## config.mk

```make
export PLATFORM = sky130hd
export DESIGN_NAME = sat_counter
export DESIGN_NICKNAME = d
export VERILOG_FILES = /design/src/rtl/test_pattern_checker_sat_counter.sv
export SDC_FILE = /design/constraint.sdc
export NUM_CORES = 1
export LEC_CHECK = 0
export CORE_AREA = 2 2 39 41
export CTS_BUF_LIST = sky130_fd_sc_hd__clkbuf_16
export DETAILED_ROUTE_END_ITERATION = 8
export DIE_AREA = 0 0 41 43
export PLACE_DENSITY = 0.64
export SLEW_MARGIN = 20
export SYNTH_ARGS = -nofsm -noshare
export SYNTH_HDL_FRONTEND = slang
export SYNTH_SLANG_ARGS = --single-unit
```

## constraint.sdc

```tcl
create_clock -name clk_i -period 1.6 [get_ports clk_i]
set_input_delay 0.24 -clock clk_i [delete_from_list [all_inputs] [get_ports clk_i]]
set_output_delay 0.24 -clock clk_i [all_outputs]
set_load 0.01 [all_outputs]
```

## src/rtl/test_pattern_checker_sat_counter.sv

```systemverilog
// Saturating up-counter with synchronous clear; clear has priority over increment.
module sat_counter #(
  parameter int W = 8
) (
  input  logic         clk_i,
  input  logic         rst_i,
  input  logic         inc_i,
  input  logic         clr_i,
  output logic [W-1:0] count_o
);

  logic [W-1:0] count_q;

  // NOTE: sequential state is written with non-blocking assignments only, so
  // every flop samples values from before the edge regardless of block order.
  always_ff @(posedge clk_i or posedge rst_i) begin
    if (rst_i) begin
      count_q <= '0;
    end else if (clr_i) begin
      count_q <= '0;
    end else if (inc_i && (count_q != {W{1'b1}})) begin
      count_q <= count_q + 1'b1;
    end
  end

  assign count_o = count_q;

endmodule

```

==> results of run 1 <==
[final timing paths]
| path | startpoint | end | slack, ps | cells past startpoint |
|---|---|---|---|---|
| max in group asynchronous | rst_i | count_o[4] | 1100 | 2 |
| hold / removal | rst_i | count_o[0] | 260 | 2 |
| hold reg to reg | count_o[1] | count_o[1] | 590 | 2 |
| min in group clk_i | count_o[1] | count_o[1] | 590 | 2 |
| setup reg to reg | count_o[1] | count_o[5] | 80 | 4 |
| setup / recovery | count_o[1] | count_o[5] | 80 | 4 |
[area by class of cell]
class                   instances  area [sq um]  area share
multi-input cells              37           285       0.380
flip-flops and latches          8           200       0.267
repair buffers                 18           163       0.217
clock buffers                   3          75.1       0.100
well taps                      16          20.0      0.0267
inverters                       2          7.51      0.0100
[report_power, final]
group / internal, mW / switching [mW]
Combinational: 0.0315 / 0.0257
Clock: 0.322 / 0.0933
Sequential: 0.208 / 0.00495
Total: 0.562 / 0.124
[layout by cell type (no fill, tap or decap), types with 2 or more instances in the layout]
master	Yosys	final
sky130_fd_sc_hd__dfrtp_1	8	8
sky130_fd_sc_hd__inv_1	2	2
sky130_fd_sc_hd__nor2_1	4	4
sky130_fd_sc_hd__nand3_1	2	2
sky130_fd_sc_hd__buf_4	0	7
sky130_fd_sc_hd__nor2b_1	4	4
sky130_fd_sc_hd__nand4_1	2	2
sky130_fd_sc_hd__a21oi_2	2	2
sky130_fd_sc_hd__mux2_4	4	4
sky130_fd_sc_hd__a21oi_1	2	2
sky130_fd_sc_hd__clkdlybuf4s50_1	0	11
sky130_fd_sc_hd__nand2_1	4	4
sky130_fd_sc_hd__clkbuf_16	0	3
[timing repair]
action | CTS | global route
setup endpoints to repair | 0 | 1
hold buffers | 0 | 0
endpoints found under the hold margin | 0 | 0
resized for setup | 0 | 2
[per-layer routing]
metal	vias up	global-route usage	wire, um
met3	2	0.0314	54
met1	225	0.207	519
met4	0	0.100	8
met5	-	0	0
li1	215	-	-
met2	11	0.250	540
[per-stage QoR]
stage	instances	total power [mW]	setup slack (ps)	hold slack, ps
2_1_floorplan	49	0.242	12.0	55.7
3_3_place_gp	81	0.271	12.8	523
3_5_place_dp	81	0.273	6.89	521
4_1_cts	84	0.698	38.9	274
5_1_grt	84	0.709	20.2	303
6_report	84	0.686	77.2	261
[cells by family after synthesis]
kind of cell / Yosys count / synth area share
compound gates: 9 / 0.156
fa+ha+maj: 1 / 0.0248
buf+inv: 4 / 0.0447
flops: 8 / 0.397
mux: 5 / 0.139
simple gates: 22 / 0.238
==> tab_implementation.tex, run 1 <==
\begin{tabular}{lr}
\hline
Metric & Value \\
\hline
\multicolumn{2}{l}{\textbf{Status}} \\
Outcome & complete, no violations \\
\multicolumn{2}{l}{\textbf{Die}} \\
Chip height & 43 um \\
IO Count & 12 \\
Core region area & 1380 sq um \\
Rows & 14 \\
Area enclosed by the die boundary & 1760 sq um \\
Starting utilization of the core area & 0.364 \\
X dimension of the die & 41 um \\
\multicolumn{2}{l}{\textbf{Synthesis}} \\
Distinct cell type count of the synthesized netlist & 25 \\
Synth Register Bits & 8 \\
Post-synth ARST share & 1.00 \\
Main flop type after synthesis & sky130\_fd\_sc\_hd\_\_dfrtp\_1 \\
Top cell type by total area after synthesis & sky130\_fd\_sc\_hd\_\_dfrtp\_1 \\
Mean Syn Cell Area & 10.3 sq um \\
Cell count after synthesis & 49 \\
Fraction of post-synthesis cell area in the top cell type by area & 0.397 \\
Number of nets produced by synthesis & 54 \\
Syn. warnings & 0 \\
Top area cells in the synthesized netlist & sky130\_fd\_sc\_hd\_\_dfrtp\_1 (40\%), sky130\_fd\_sc\_hd\_\_mux2\_4 (12\%), sky130\_fd\_sc\_hd\_\_nor2b\_1 (5.0\%) \\
Cell with the most instances after synthesis & sky130\_fd\_sc\_hd\_\_dfrtp\_1 \\
Seq/Total Area, Yosys & 0.397 \\
Count of flip-flops with a built-in enable after synthesis & 0 \\
Cell area after synthesis & 504 sq um \\
Most frequent cells after synthesis & sky130\_fd\_sc\_hd\_\_dfrtp\_1 (8), sky130\_fd\_sc\_hd\_\_mux2\_4 (4), sky130\_fd\_sc\_hd\_\_nand2\_1 (4), sky130\_fd\_sc\_hd\_\_nor2\_1 (4), sky130\_fd\_sc\_hd\_\_nor2b\_1 (4) \\
\multicolumn{2}{l}{\textbf{Placement}} \\
Post-placement cell area & 672 sq um \\
Final weighted congestion in routability-driven placement & 0.773 \\
Count of buffers inserted at the top-level ports & 11 \\
Estimated wirelength of the detail-placed design & 826 um \\
\multicolumn{2}{l}{\textbf{Global route}} \\
Congestion Overflow GR & 0 \\
Antenna violations before repair & 0 \\
Wire length of the first global-routing pass & 1900 um \\
Maximum number of pins on one net before global-route repair & 11 \\
GRT Total Usage & 0.165 \\
Via count of the first global-routing pass & 428 \\
\multicolumn{2}{l}{\textbf{Clock tree}} \\
Cell at the root of the clock tree & sky130\_fd\_sc\_hd\_\_clkbuf\_16 \\
Reg clk slew, reported paths & 40 ps \\
Clock tree from TritonCTS & yes \\
Latest clock arrival within the worst-skew pair & 230 ps \\
Clock buffer depth & 2 \\
Total clock sinks & 8 \\
Clock buffer count from CTS & 3 \\
Post-CTS setup-driven buffer insertion count & 0 \\
H-tree level count & 1 \\
\multicolumn{2}{l}{\textbf{STA}} \\
Period minus WS final & 1520 ps \\
Worst slew margin & 0.762 \\
Post-route fraction of the period consumed by the critical path & 0.952 \\
RSZ-0062 raised after global routing & false \\
Achievable Freq & 657 MHz \\
Final-report hold violation count & 0 \\
Actual slew at the worst max-slew pin & 356 ps \\
Clock skew & 0.925 ps \\
Setup-failing EPs final & 0 \\
Number of pins with negative max-slew slack in the final report & 0 \\
TNS Setup & 0 ps \\
\multicolumn{2}{l}{\textbf{Setup path}} \\
Critical Path AT & 1630 ps \\
WP data required & 1710 ps \\
Slowest cell on crit path & sky130\_fd\_sc\_hd\_\_dfrtp\_1 \\
Type of the setup path with the least slack & flip-flop to flip-flop \\
Cell family contributing the most delay on the critical path & flip-flops \\
Worst path buffer plus inverter count & 0 \\
Worst setup EP type & flip-flop \\
Largest stage delay on the critical path & 400 ps \\
Worst-path fanout max & 4 \\
Type of element launching the critical path & flip-flop \\
Critical path cell sequence & ha\_2 -> and3\_2 -> a211oi\_2 -> mux2\_4 \\
\multicolumn{2}{l}{\textbf{Worst hold path}} \\
Kind of path behind the tightest hold check & input pin to asynchronous set/reset pin \\
\multicolumn{2}{l}{\textbf{Power}} \\
VDD IR max & 0.551 mV \\
Power density over the cells & 913 nW/um\^{}2 \\
Leakage component of the power & 0.342 nW \\
\multicolumn{2}{l}{\textbf{Flow run}} \\
Max-cap viol count & 0 \\
\multicolumn{2}{l}{\textbf{Final layout}} \\
Post-layout nets & 75 \\
Share of layout cells above drive strength 1 & 0.294 \\
Fillers & 138 \\
Final design instance area without fill & 751 sq um \\
Largest register FFs & 8 \\
Synthesis-to-finish area growth & 48.9\% \\
Post-layout utilization of the core & 0.542 \\
Diodes inserted & 0 \\
\multicolumn{2}{l}{\textbf{Routing}} \\
First-pass iteration count of the detailed router & 4 \\
Via count & 453 \\
WL final & 1120 um \\
Routed vias/inst & 5.39 \\
Remaining number of nets flagged by the antenna check after routing & 0 \\
Iter 0 DRT Violations & 7 \\
Number of remaining DRC errors & 0 \\
Routed wire length per instance & 13.4 um \\
\hline
\end{tabular}
Power figures use the tool's default switching activity.
==> run 2: changes to the inputs <==
--- a/config.mk
+++ b/config.mk
@@ -9,6 +9,7 @@
 export CTS_BUF_LIST = sky130_fd_sc_hd__clkbuf_16
 export DETAILED_ROUTE_END_ITERATION = 8
 export DIE_AREA = 0 0 41 43
+export HOLD_SLACK_MARGIN = 0.02
 export PLACE_DENSITY = 0.64
 export SLEW_MARGIN = 20
 export SYNTH_ARGS = -nofsm -noshare
==> results of run 2 <==
Same layout as run 1: the final DEF is identical, and so are final timing and power.
